--- config.mk ---
export PLATFORM = sky130hd
export DESIGN_NAME = dmem_access_unit
export DESIGN_NICKNAME = d
export VERILOG_FILES = /design/src/rtl/rv32i_types.sv /design/src/rtl/dmem_access_unit_align.sv /design/src/rtl/dmem_access_unit.sv
export SDC_FILE = /design/constraint.sdc
export NUM_CORES = 1
export LEC_CHECK = 0
export BUFFER_PORTS_ARGS = -buffer_cell sky130_fd_sc_hd__buf_4
export CAP_MARGIN = 20
export CELL_PAD_IN_SITES_DETAIL_PLACEMENT = 1
export CELL_PAD_IN_SITES_GLOBAL_PLACEMENT = 1
export CORE_ASPECT_RATIO = 2
export CORE_MARGIN = 2
export CORE_UTILIZATION = 38
export CTS_CLUSTER_DIAMETER = 50
export DETAILED_ROUTE_END_ITERATION = 12
export PLACE_DENSITY = 0.79
export REMOVE_ABC_BUFFERS = 1
export SLEW_MARGIN = 20
export SYNTH_ARGS = -nofsm -noshare
export SYNTH_HDL_FRONTEND = slang
export SYNTH_HIERARCHICAL = 1
export SYNTH_SLANG_ARGS = --single-unit
export TNS_END_PERCENT = 10
--- constraint.sdc ---
create_clock -name clk -period 1.9 [get_ports clk]
set_input_delay 0.095 -clock clk [delete_from_list [all_inputs] [get_ports clk]]
set_output_delay 0.095 -clock clk [all_outputs]
set_load 0.02 [all_outputs]
--- src/rtl/rv32i_types.sv ---
// Shared RV32I type definitions: funct3 encodings for loads/stores, the
// data-memory port FSM states and a helper that decodes access width.
package rv32i_types;

    typedef enum logic [2:0] {
        F3_LB  = 3'b000,
        F3_LH  = 3'b001,
        F3_LW  = 3'b010,
        F3_LBU = 3'b100,
        F3_LHU = 3'b101
    } load_funct3_t;

    typedef enum logic [2:0] {
        F3_SB = 3'b000,
        F3_SH = 3'b001,
        F3_SW = 3'b010
    } store_funct3_t;

    typedef enum logic [1:0] {
        IDLE = 2'd0,
        BUSY = 2'd1,
        DONE = 2'd2
    } dmem_state_t;

    typedef enum logic [1:0] {
        ACC_BYTE = 2'd0,
        ACC_HALF = 2'd1,
        ACC_WORD = 2'd2
    } acc_size_t;

    localparam logic [3:0] MASK_BYTE = 4'b0001;
    localparam logic [3:0] MASK_HALF = 4'b0011;
    localparam logic [3:0] MASK_WORD = 4'b1111;

    // Loads and stores decode funct3 differently; any undefined encoding
    // falls through to a full-word access.
    function automatic acc_size_t access_size(input logic is_store, input logic [2:0] funct3);
        acc_size_t size;
        size = ACC_WORD;
        if (is_store) begin
            case (funct3)
                F3_SB:   size = ACC_BYTE;
                F3_SH:   size = ACC_HALF;
                default: size = ACC_WORD;
            endcase
        end else begin
            case (funct3)
                F3_LB, F3_LBU: size = ACC_BYTE;
                F3_LH, F3_LHU: size = ACC_HALF;
                default:       size = ACC_WORD;
            endcase
        end
        return size;
    endfunction

endpackage

--- src/rtl/dmem_access_unit_align.sv ---
// Purely combinational lane alignment for the data port: byte-enable mask,
// lane-shifted store data, extended load data and the misalignment flag.
module dmem_align
    import rv32i_types::*;
#(
    parameter int DATA_W = 32
) (
    input  logic                  is_store,
    input  logic [2:0]            funct3,
    input  logic [1:0]            addr_lo,
    input  logic [DATA_W-1:0]     store_data,
    input  logic [DATA_W-1:0]     data_rdata,
    output logic [DATA_W/8-1:0]   mask,
    output logic [DATA_W-1:0]     wdata,
    output logic [DATA_W-1:0]     load_data,
    output logic                  misalign
);

    acc_size_t         size;
    logic [DATA_W-1:0] shifted;

    assign size    = access_size(is_store, funct3);
    assign shifted = data_rdata >> {addr_lo, 3'b000};

    // Mask, store lanes and alignment check all follow from the access width.
    always_comb begin
        mask     = '0;
        wdata    = '0;
        misalign = 1'b0;
        case (size)
            ACC_BYTE: begin
                mask     = MASK_BYTE << addr_lo;
                wdata    = {{(DATA_W-8){1'b0}}, store_data[7:0]} << {addr_lo, 3'b000};
                misalign = 1'b0;
            end
            ACC_HALF: begin
                mask     = MASK_HALF << addr_lo;
                wdata    = {{(DATA_W-16){1'b0}}, store_data[15:0]} << {addr_lo[1], 4'b0000};
                misalign = addr_lo[0];
            end
            default: begin
                mask     = MASK_WORD << addr_lo;
                wdata    = store_data;
                misalign = (addr_lo != 2'b00);
            end
        endcase
    end

    // Load extension: the addressed byte/half is already at bit 0 of shifted.
    always_comb begin
        load_data = shifted;
        case (funct3)
            F3_LB:   load_data = {{(DATA_W-8){shifted[7]}}, shifted[7:0]};
            F3_LBU:  load_data = {{(DATA_W-8){1'b0}}, shifted[7:0]};
            F3_LH:   load_data = {{(DATA_W-16){shifted[15]}}, shifted[15:0]};
            F3_LHU:  load_data = {{(DATA_W-16){1'b0}}, shifted[15:0]};
            default: load_data = shifted;
        endcase
    end

endmodule

--- src/rtl/dmem_access_unit.sv ---
// MEM-stage data-port controller: issues one registered cache request per
// aligned load/store, stalls the pipeline until the cache responds, and
// returns the extended load result for one cycle.
module dmem_access_unit
    import rv32i_types::*;
#(
    parameter int ADDR_W = 32,
    parameter int DATA_W = 32
) (
    input  logic                  clk,
    input  logic                  rst,
    input  logic                  req_valid,
    input  logic                  mem_read,
    input  logic                  mem_write,
    input  logic [2:0]            funct3,
    input  logic [ADDR_W-1:0]     addr,
    input  logic [DATA_W-1:0]     store_data,
    output logic                  data_read,
    output logic                  data_write,
    output logic [ADDR_W-1:0]     data_addr,
    output logic [DATA_W/8-1:0]   data_mbe,
    output logic [DATA_W-1:0]     data_wdata,
    input  logic [DATA_W-1:0]     data_rdata,
    input  logic                  data_resp,
    output logic                  stall,
    output logic [DATA_W-1:0]     load_data,
    output logic                  load_valid,
    output logic                  misaligned
);

    dmem_state_t         state_q, state_d;
    logic                data_read_q, data_read_d;
    logic                data_write_q, data_write_d;
    logic [ADDR_W-1:0]   data_addr_q, data_addr_d;
    logic [DATA_W/8-1:0] data_mbe_q, data_mbe_d;
    logic [DATA_W-1:0]   data_wdata_q, data_wdata_d;
    logic [DATA_W-1:0]   load_data_q, load_data_d;
    logic                load_valid_q, load_valid_d;

    logic                is_req;
    logic                stall_c;
    logic                misaligned_c;
    logic [DATA_W/8-1:0] align_mask;
    logic [DATA_W-1:0]   align_wdata;
    logic [DATA_W-1:0]   align_load;
    logic                align_misalign;

    // A write request wins when both read and write are flagged.
    assign is_req = req_valid & (mem_read | mem_write);

    dmem_align #(
        .DATA_W (DATA_W)
    ) u_align (
        .is_store   (mem_write),
        .funct3     (funct3),
        .addr_lo    (addr[1:0]),
        .store_data (store_data),
        .data_rdata (data_rdata),
        .mask       (align_mask),
        .wdata      (align_wdata),
        .load_data  (align_load),
        .misalign   (align_misalign)
    );

    // State and output registers; reset clears everything immediately.
    always_ff @(posedge clk or negedge rst) begin
        if (!rst) begin
            state_q      <= IDLE;
            data_read_q  <= 1'b0;
            data_write_q <= 1'b0;
            data_addr_q  <= '0;
            data_mbe_q   <= '0;
            data_wdata_q <= '0;
            load_data_q  <= '0;
            load_valid_q <= 1'b0;
        end else begin
            state_q      <= state_d;
            data_read_q  <= data_read_d;
            data_write_q <= data_write_d;
            data_addr_q  <= data_addr_d;
            data_mbe_q   <= data_mbe_d;
            data_wdata_q <= data_wdata_d;
            load_data_q  <= load_data_d;
            load_valid_q <= load_valid_d;
        end
    end

    // Next-state and combinational stall/misaligned for the request FSM.
    always_comb begin
        state_d      = state_q;
        data_read_d  = data_read_q;
        data_write_d = data_write_q;
        data_addr_d  = data_addr_q;
        data_mbe_d   = data_mbe_q;
        data_wdata_d = data_wdata_q;
        load_data_d  = load_data_q;
        load_valid_d = load_valid_q;
        stall_c      = 1'b0;
        misaligned_c = 1'b0;

        case (state_q)
            IDLE: begin
                if (is_req) begin
                    if (align_misalign) begin
                        // Dropped access: no request, pipeline not held.
                        misaligned_c = 1'b1;
                    end else begin
                        stall_c      = 1'b1;
                        data_read_d  = ~mem_write;
                        data_write_d = mem_write;
                        data_addr_d  = {addr[ADDR_W-1:2], 2'b00};
                        data_mbe_d   = align_mask;
                        data_wdata_d = mem_write ? align_wdata : '0;
                        state_d      = BUSY;
                    end
                end
            end
            BUSY: begin
                stall_c = 1'b1;
                if (data_resp) begin
                    data_read_d  = 1'b0;
                    data_write_d = 1'b0;
                    // The registered read flag tells us this was a load.
                    if (data_read_q) begin
                        load_data_d  = align_load;
                        load_valid_d = 1'b1;
                    end
                    state_d = DONE;
                end
            end
            DONE: begin
                // One unstalled cycle lets the pipeline move past the op.
                load_valid_d = 1'b0;
                state_d      = IDLE;
            end
            default: begin
                state_d = IDLE;
            end
        endcase
    end

    // While reset is held the FSM is forced to IDLE, so gate the
    // request-driven combinational outputs as well.
    assign stall      = rst ? stall_c : 1'b0;
    assign misaligned = rst ? misaligned_c : 1'b0;

    assign data_read  = data_read_q;
    assign data_write = data_write_q;
    assign data_addr  = data_addr_q;
    assign data_mbe   = data_mbe_q;
    assign data_wdata = data_wdata_q;
    assign load_data  = load_data_q;
    assign load_valid = load_valid_q;

endmodule

==> metrics.md, run 1 <==
| Metric | Value |
|---|---|
| WL/cell | 19.9 um |
| Hold slack | 0.0799 ns |
| CP cell instances | nor4_4 > buf_12 > o21a_1 > buf_6 |
| Layout area overhead | 43.6% |
| Slew Limit Fails | 0 |
| CTS buffer count | 9 |
| Post-synthesis sequential area ratio | 47.2% |
| Rel. slew slack | 43.9% |
| Die W | 88.8 um |
| Synthesized area | 0.00546 mm^2 |
| Most common cell in the synthesized netlist | dfrtp_1 |
| HP Class | in -> reg |
| Worst clock skew | 0.00784 ns |
| FF+latch count, synth | 103 |
| Share of post-route cells with drive strength above 1 | 44.9% |
| Synth Instances | 477 |
| Cell Area, Placed | 0.00718 mm^2 |
| Setup CP Type | reg -> out |
| Non-Filler Instances | 914 |
| Status | finished clean |
| Buf/Inv on CP | 2 |
| Largest net degree at the start of global routing | 104 |
| Fin crit share | 96.5% |
| Part of the power in the clock network | 20.4% |
| First-pass GRT wire length | 27600 um |
| Endpoints failing setup | 0 |
| Root buf cell | clkbuf_16 |
| Worst VDD drop | 0.472 mV |
| Worst setup SP type | flop |
| Die area | 0.0154 mm^2 |
| Synth area leader | dfrtp_1 |
| Clock transition at the registers of the reported paths | 0.07 ns |
| Initial Utilization | 38.5% |
| Crit-path slowest cell | dfrtp_2 |
| Arrival time worst endpoint | 1.74 ns |
| Initial antenna violation count | 0 |
| Leak pwr | 3.92 nW |
| Gpl congestion | 0.785 |
| Logic gate share of total power | 42.8% |
| Diode count | 0 |
| Crit path max fanout | 22 |
| Crit path required time | 1.80 ns |
| EDFF count, synth | 0 |
| CP top delay family | flip-flops |
| Vias per cell | 5.00 |
| Syn avg cell area | 11.4 um^2 |
| Die H | 174 um |
| Total clock sinks | 103 |
| Vias | 4570 |
| Cell count after placement | 865 |
| Synth warn | 6 |
| H-tree depth | 3 |
| Slew @ Worst Pin | 0.832 ns |
| Crit path largest cell delay | 0.45 ns |
| Synth unique cells | 43 |
| Maximum clock path buffer count | 2 |
| Tmin final | 1.83 ns |
| Max-cap violations | 0 |
| Post-synth top cells | 103 x dfrtp_1, 54 x mux2i_1, 54 x nand2_1, 46 x inv_1, 34 x mux2_4 |
| Gr usage total | 23.3% |
| Pre-antenna DRT Iters | 4 |
| Power Dens Cells | 1210 mW/mm^2 |
| Sw frac | 37.0% |
| Area contributors post-synth | dfrtp_1 47%, mux2i_1 9.9%, mux2_4 9.3% |
| I/O pin total | 210 |
| RSZ-0062 raised after global routing | true |
| Post-DP HPWL | 12000 um |
| Starting DRT DRC Count | 186 |
| IO buf count | 207 |
| Core Box Area | 0.0142 mm^2 |
| # DRC | 0 |
| Cell Rows | 62 |
| Internal power | 5.99 mW |
| Flop pwr share | 36.8% |
| Yosys top cell area share | 47.2% |
| Final ANT Viol Nets | 0 |
| DRT Wirelength | 18200 um |
| CTS tree | built |
| Net switching power | 3.52 mW |
| Gr ovfl total | 0 |
| Ys async rst share | 100% |
| Final nets | 822 |
| Ys flop type | dfrtp_1 |
| CP Capture Type | primary output |
| Worst-Skew Late Latency | 0.35 ns |
| FMAX | 0.545 GHz |
| Fin. Hold Viols | 0 |
| Vias in the first global route | 5019 |
| Design area | 0.00785 mm^2 |
[through the flow]
stage	total power [mW]	setup TNS (ns)	setup slack, ns	util (%)
after floorplan	5.49	-193.87	-2.81	-
after global placement	7.30	0	0.0708	50.6
after detailed placement	7.46	-0.0954	-0.0287	50.6
after CTS	9.50	0	0.0655	55.2
after global routing	9.96	-0.0231	-0.0231	55.3
final	9.51	0	0.0660	55.3
[tightest hold or removal path: stages]
cell	delay, ns
buf_4	0.12
inv_1	0.05
a31o_2	0.14
[sequential cells by signal, indices dropped and copies added (netlist names)]
signal	flops
load_valid	1
data_mbe	4
state_q	2
data_wdata	32
data_write	1
load_data	32
data_addr	30
data_read	1
[path summary, 6_finish.rpt]
check | startpoint | to | slack (ns) | cells past startpoint
max | state_q[1]$_DFFE_PN0P_ | stall | 0.07 | 4
min | data_resp | state_q[0]$_DFFE_PN0P_ | 0.08 | 3
max reg2reg | state_q[1]$_DFFE_PN0P_ | data_addr[7]$_DFFE_PN0P_ | 0.11 | 4
min reg2reg | load_data[2]$_DFFE_PN0P_ | load_data[2]$_DFFE_PN0P_ | 0.51 | 1
max in group asynchronous | rst | data_wdata[28]$_DFFE_PN0P_ | 1.07 | 3
min in group asynchronous | rst | data_addr[12]$_DFFE_PN0P_ | 0.37 | 3
[power by group through the flow]
| stage | logic, mW | registers [mW] | clock network [mW] |
|---|---|---|---|
| after floorplan | 1.13 | 4.35 | 0 |
| after global placement | 3.85 | 3.46 | 0 |
| after detailed placement | 3.97 | 3.49 | 0 |
| after CTS | 4.05 | 3.47 | 1.98 |
| after global routing | 4.31 | 3.58 | 2.06 |
| final | 4.07 | 3.50 | 1.94 |
[cell families (layout without fill, tap and decap cells)]
family | Yosys count | count (layout) | share of synthesized area [%]
buffers and inverters | 80 | 324 | 8.43
AO/OA/AOI/OAI | 66 | 66 | 9.16
multiplexers | 120 | 120 | 25.8
other | 1 | 2 | 0.0687
flip-flops | 103 | 103 | 47.2
AND/OR/NAND/NOR | 107 | 107 | 9.30
[final cells by class]
type,instances,area [um^2]
Clock buffer,9,225
Clock inverter,7,81.3
Fill cell,1563,6350
Inverter,47,176
Multi-Input combinational cell,295,2430
Sequential cell,103,2580
Tap cell,192,240
Timing Repair Buffer,261,2120
[routing by layer]
layer | GRT usage [%] | up-vias | part of all wire [%]
met2 | 40.0 | 178 | 51
met1 | 28.4 | 2262 | 40
met5 | 0 | - | 0
li1 | - | 2108 | -
met4 | 6.12 | 0 | 1.7
met3 | 6.05 | 22 | 7.2
[repair_timing]
action / in CTS / in global routing
cloned: 1 / 0
endpoints found under the setup margin: 1 / 1
pin swaps: 1 / 0
hold buffers: 31 / 0
gates resized for setup: 0 / 2
endpoints found under the hold margin: 133 / 0
setup buffers: 1 / 0
[layout by cell type, fill, tap and decap left out, types with 2 or more instances in the layout]
cell type | synthesis | final
a211oi_1 | 14 | 14
a21oi_1 | 9 | 9
a222oi_1 | 8 | 8
a22o_1 | 16 | 16
and2_1 | 8 | 8
buf_12 | 4 | 4
buf_4 | 4 | 224
clkbuf_16 | 0 | 9
clkinvlp_4 | 0 | 2
conb_1 | 1 | 2
dfrtp_1 | 103 | 102
dlygate4sd3_1 | 0 | 31
inv_1 | 46 | 46
inv_8 | 0 | 2
mux2_2 | 32 | 32
mux2_4 | 34 | 34
mux2i_1 | 54 | 54
nand2_1 | 54 | 54
nand2b_1 | 3 | 3
nand3_1 | 2 | 2
nor2_1 | 22 | 22
nor2b_1 | 9 | 9
o21ai_0 | 9 | 9
o21ai_2 | 2 | 2
No activity file was read; power rests on OpenSTA's default activity.
==> run 2: changes to the inputs <==
Settings changed: REMOVE_ABC_BUFFERS 1 to unset.
==> run 2 against run 1 <==
Effect of this change: utilization fell by 0.12 points; count of clock-buffer cells in the layout grew 1; sequential power decreased by 1%; clock skew shrank 0.0027 ns; maximum frequency grew 0.21%; total power down 2.1%; critical path depth is 1 higher; combinational power down 1%.
==> metrics.md, run 2 (synthesized netlist as in run 1, its figures left out) <==
| Metric | Value |
|---|---|
| Logic gate share of total power | 43.2% |
| CTS tree | built |
| Vias in the first global route | 4953 |
| Rel. slew slack | 38.3% |
| Power Dens Cells | 1190 mW/mm^2 |
| R2r endpoint | data_addr[14]$_DFFE_PN0P_ |
| Die area | 0.0154 mm^2 |
| Root buf cell | clkbuf_16 |
| Slew Limit Fails | 0 |
| Final ANT Viol Nets | 0 |
| FF+latch area | 0.00258 mm^2 |
| Post-DP HPWL | 12100 um |
| Layout area overhead | 43.3% |
| Non-Filler Instances | 916 |
| Worst slack, placed | -0.170 ns |
| Vias per cell | 4.95 |
| Starting DRT DRC Count | 126 |
| Worst r2r src | state_q[0]$_DFFE_PN0P_ |
| WL/cell | 18.8 um |
| Clock transition at the registers of the reported paths | 0.07 ns |
| Fillcell total | 1589 |
| Worst VDD drop | 0.571 mV |
| Sw frac | 36.7% |
| Largest net degree at the start of global routing | 104 |
| Die H | 174 um |
| Hold Crit Endpoint | data_addr[14]$_DFFE_PN0P_ |
| Core Box Area | 0.0142 mm^2 |
| Fin. Hold Viols | 0 |
| Gr usage total | 21.9% |
| Arrival time worst endpoint | 1.74 ns |
| Initial Utilization | 38.5% |
| Status | finished clean |
| Share of post-route cells with drive strength above 1 | 45.0% |
| Worst clock skew | 0.00515 ns |
| Net switching power | 3.42 mW |
| Internal power | 5.89 mW |
| Vias | 4531 |
| I/O pin total | 210 |
| Max-cap violations | 0 |
| Diode count | 0 |
| IO buf count | 207 |
| Cell Rows | 62 |
| FMAX | 0.546 GHz |
| H-tree depth | 3 |
| Hold_sp | addr[14] |
| Pre-antenna DRT Iters | 4 |
| Crit path max fanout | 5 |
| Hold depth | 2 |
| Setup CP Type | reg -> out |
| Commonest non-fill, non-tap cell in the layout | buf_4 |
| Tmin final | 1.83 ns |
| Most frequent cells in the layout | 227 x buf_4, 103 x dfrtp_1, 54 x nand2_1, 54 x mux2i_1, 46 x inv_1 |
| Endpoints failing setup | 0 |
| HP Class | in -> reg |
| Final nets | 824 |
| Crit path required time | 1.80 ns |
| Worst-Skew Late Latency | 0.34 ns |
| Gpl congestion | 0.773 |
| Initial antenna violation count | 0 |
| Setup slack, reg-to-reg | 0.09 ns |
| First-pass GRT wire length | 26300 um |
| Tot Pwr | 9.31 mW |
| Part of the power in the clock network | 19.6% |
| Fin crit share | 96.3% |
| Leak pwr | 3.93 nW |
| Maximum clock path buffer count | 2 |
| DRT Wirelength | 17200 um |
| Reg2Reg Depth | 5 |
| CP Capture Type | primary output |
| Post-route setup slack | 0.0698 ns |
| Multi-input logic area | 0.00243 mm^2 |
| Util after Layout | 55.1% |
| Total clock sinks | 103 |
| # DRC | 0 |
| CTS buffer count | 9 |
| Gr ovfl total | 0 |
| Worst setup SP type | flop |
| Die W | 88.8 um |
| Slew @ Worst Pin | 0.915 ns |
| Cell count after placement | 867 |
| Flop pwr share | 37.2% |
[run 2: cell count changes in the layout (fill, tap and decap cells not counted), sizes merged]
cell,change
clkinvlp,-1
bufbuf,-1
clkinv,+2
bufinv,-1
clkbuf,+2
buf,+3
dlygate4sd3,-1
inv,-1
[run 2: worst max-delay path, stage by stage (launching register included)]
cell	delay, ns
dfrtp_1	0.43
nand2b_4	0.17
nor4_4	0.34
clkbuf_16	0.21
o21a_1	0.11
buf_4	0.14
[run 2: layout make-up]
cell class	instances	share of cell area (%)
inverters	47	2.25
clock inverters	6	0.703
well taps	192	3.07
repair buffers	263	27.0
flip-flops and latches	103	32.9
multi-input cells	295	31.0
clock buffers	10	3.05
[run 2: power by group through the flow]
stage               combinational (mW)  clock (mW)  sequential, mW
global route                      4.26        1.96            3.58
floorplan                         1.20           0            4.35
detailed placement                3.96           0            3.49
finish                            4.02        1.83            3.46
global placement                  3.86           0            3.46
CTS                               4.03        1.87            3.47
[run 2: layer usage]
layer  up-vias  global-route usage (%)  share of wire [%]  routed length [um]
met1      2247                    29.4                 42                7220
met2       164                    36.5                 52                8880
met4         0                    4.36               0.38                  66
li1       2114                       -                  -                   -
met5         -                       0                  0                   0
met3         6                    4.24                6.1                1060
[run 2: worst max path at each step]
stage | startpoint | end | slack, ns | depth (start not counted)
finish | state_q[0]$_DFFE_PN0P_ | stall | 0.07 | 5
global route | state_q[0]$_DFFE_PN0P_ | stall | -0.0004 | 5
CTS | state_q[1]$_DFFE_PN0P_ | stall | 0.03 | 4
detailed placement | mem_write | data_wdata[23]$_DFFE_PN0P_ | -0.17 | 9
global placement | mem_write | data_wdata[16]$_DFFE_PN0P_ | 0.03 | 9
floorplan | addr[0] | data_addr[10]$_DFFE_PN0P_ | 0.07 | 9
[run 2: metrics by stage]
| stage | hold WS [ns] | setup TNS, ns | cell area [um^2] |
|---|---|---|---|
| final | 0.0153 | 0 | 7830 |
| after global routing | -0.00122 | -0.000384 | 7830 |
| after CTS | 0.00746 | 0 | 7780 |
| after detailed placement | 0.246 | -1.78 | 7190 |
| after global placement | 0.245 | 0 | 7190 |
| after floorplan | -0.201 | 0 | 5470 |
[run 2: timing repair]
item / CTS / global route
cloned: 0 / 1
setup endpoints to repair: 1 / 1
hold buffers: 30 / 0
pin swaps: 1 / 1
endpoints found under the hold margin: 132 / 0
gates resized for setup: 0 / 2
setup buffers: 0 / 2
==> run 3: changes to the inputs <==
Clock period 1.9 ns to 2 ns, I/O delays scaled along.
==> run 3 against run 2 <==
Effect of this change: clock skew increased by 0.0042 ns; wire length decreased by 0.36%; critical path depth unchanged; die area unchanged; global-route usage increased by 0.60 points.
==> metrics.md, run 3 (synthesized netlist as in run 1, its figures left out) <==
| Metric | Value |
|---|---|
| Status | finished clean |
| H-tree depth | 3 |
| Util after Layout | 55.1% |
| Worst VDD drop | 0.475 mV |
| Die H | 174 um |
| Vias | 4548 |
| Gpl congestion | 0.774 |
| IO buf count | 207 |
| Met3 usage | 4.67% |
| Crit-path slowest cell | dfrtp_1 |
| Commonest non-fill, non-tap cell in the layout | buf_4 |
| Clock transition at the registers of the reported paths | 0.07 ns |
| FF+latch area | 0.00258 mm^2 |
| Tot Pwr | 9.01 mW |
| Gr ovfl total | 0 |
| Root buf cell | clkbuf_16 |
| Die area | 0.0154 mm^2 |
| CTS buffer count | 9 |
| Cell Rows | 62 |
| Cell count after placement | 860 |
| CTS tree | built |
| Worst setup SP type | flop |
| Fin crit share | 95.4% |
| Fin. Hold Viols | 0 |
| Post-DP HPWL | 11800 um |
| Worst-Skew Late Latency | 0.35 ns |
| Vias in the first global route | 4922 |
| Slew Limit Fails | 0 |
| Max-cap violations | 0 |
| Setup CP Type | reg -> out |
| Diode count | 0 |
| Hold slack | 0.119 ns |
| Leak pwr | 3.91 nW |
| Power Dens Cells | 1150 mW/mm^2 |
| GR Util met2 | 36.9% |
| Vias per cell | 5.00 |
| Final nets | 818 |
| Final setup TNS | 0 ns |
| Layout area overhead | 43.1% |
| Gr usage total | 22.5% |
| Crit path max fanout | 16 |
| Non-Filler Instances | 910 |
| Core Box Area | 0.0142 mm^2 |
| Maximum clock path buffer count | 2 |
| Total clock sinks | 103 |
| Initial antenna violation count | 0 |
| Slew @ Worst Pin | 0.830 ns |
| Worst clock skew | 0.00938 ns |
| # DRC | 0 |
| Most frequent cells in the layout | 221 x buf_4, 103 x dfrtp_1, 54 x nand2_1, 54 x mux2i_1, 46 x inv_1 |
| I/O pin total | 210 |
| CP cell instances | nand2b_4 > nor4_4 > buf_12 > o21a_1 > buf_4 |
| Die W | 88.8 um |
| Crit path required time | 1.90 ns |
| FMAX | 0.524 GHz |
| Share of post-route cells with drive strength above 1 | 44.2% |
| Met1 GRT Util | 30.0% |
| Tmin final | 1.91 ns |
| DRT Wirelength | 17200 um |
| WL/cell | 18.9 um |
| Pre-antenna DRT Iters | 5 |
| Initial Utilization | 38.5% |
| Fillcell total | 1548 |
| Crit path largest cell delay | 0.44 ns |
| Final ANT Viol Nets | 0 |
| Hold_sp | data_rdata[30] |
| Starting DRT DRC Count | 201 |
| Arrival time worst endpoint | 1.81 ns |
| Worst r2r src | state_q[0]$_DFFE_PN0P_ |
| CP startpoint | state_q[0]$_DFFE_PN0P_ |
| Endpoints failing setup | 0 |
| Rel. slew slack | 44.1% |
| Top Usage Layer GRT | met2 |
| CP Capture Type | primary output |
| Multi-input logic area | 0.00243 mm^2 |
| First-pass GRT wire length | 27100 um |
| HP Class | in -> reg |
| Largest net degree at the start of global routing | 104 |
-- run 3: worst max-delay path: cells and delay by family, from the launching register on --
| family | cells | cell delay [ns] |
|---|---|---|
| buffers and inverters | 2 | 0.37 |
| AND/OR/NAND/NOR | 2 | 0.51 |
| AO/OA/AOI/OAI | 1 | 0.15 |
| flip-flops | 1 | 0.44 |
-- run 3: where the power goes --
group	total [mW]	switching, mW	internal (mW)
Clock	1.90	0.794	1.10
Combinational	3.80	1.93	1.87
Sequential	3.31	0.487	2.82
-- run 3: per-layer routing --
| metal | wire length (um) | share of wire, % | up-vias |
|---|---|---|---|
| li1 | - | - | 2092 |
| met4 | 201 | 1.2 | 0 |
| met5 | 0 | 0 | - |
| met2 | 8540 | 50 | 193 |
| met3 | 1210 | 7.1 | 15 |
| met1 | 7210 | 42 | 2248 |
-- run 3: final cells by class --
cell class	count	area share, %
repair buffers	257	26.6
multi-input cells	295	31.0
clock inverters	5	1.04
well taps	192	3.07
inverters	47	2.26
flip-flops and latches	103	33.0
clock buffers	11	2.98
-- run 3: worst paths after layout --
path	to	slack, ns	cells past startpoint
worst min register to register	load_data[30]$_DFFE_PN0P_	0.51	1
worst max register to register	data_wdata[29]$_DFFE_PN0P_	0.10	6
worst min-delay path	load_data[30]$_DFFE_PN0P_	0.12	4
worst max-delay path	stall	0.09	5
max in group asynchronous	data_addr[22]$_DFFE_PN0P_	1.16	3
min in group asynchronous	data_addr[10]$_DFFE_PN0P_	0.36	3
-- run 3: what timing repair did --
action	in CTS	in global routing
resized for setup	0	0
endpoints found under the setup margin	1	1
setup buffers	0	2
cloned	1	0
hold buffers	31	0
hold endpoints to repair	133	0
pin swaps	1	1
-- run 3: stage by stage --
stage / setup WS (ns) / instance area [um^2]
6_report: 0.0911 / 7820
5_1_grt: -0.00943 / 7820
4_1_cts: 0.0513 / 7800
3_5_place_dp: 0.0303 / 7150
3_3_place_gp: 0.148 / 7150
2_1_floorplan: 0.167 / 5470
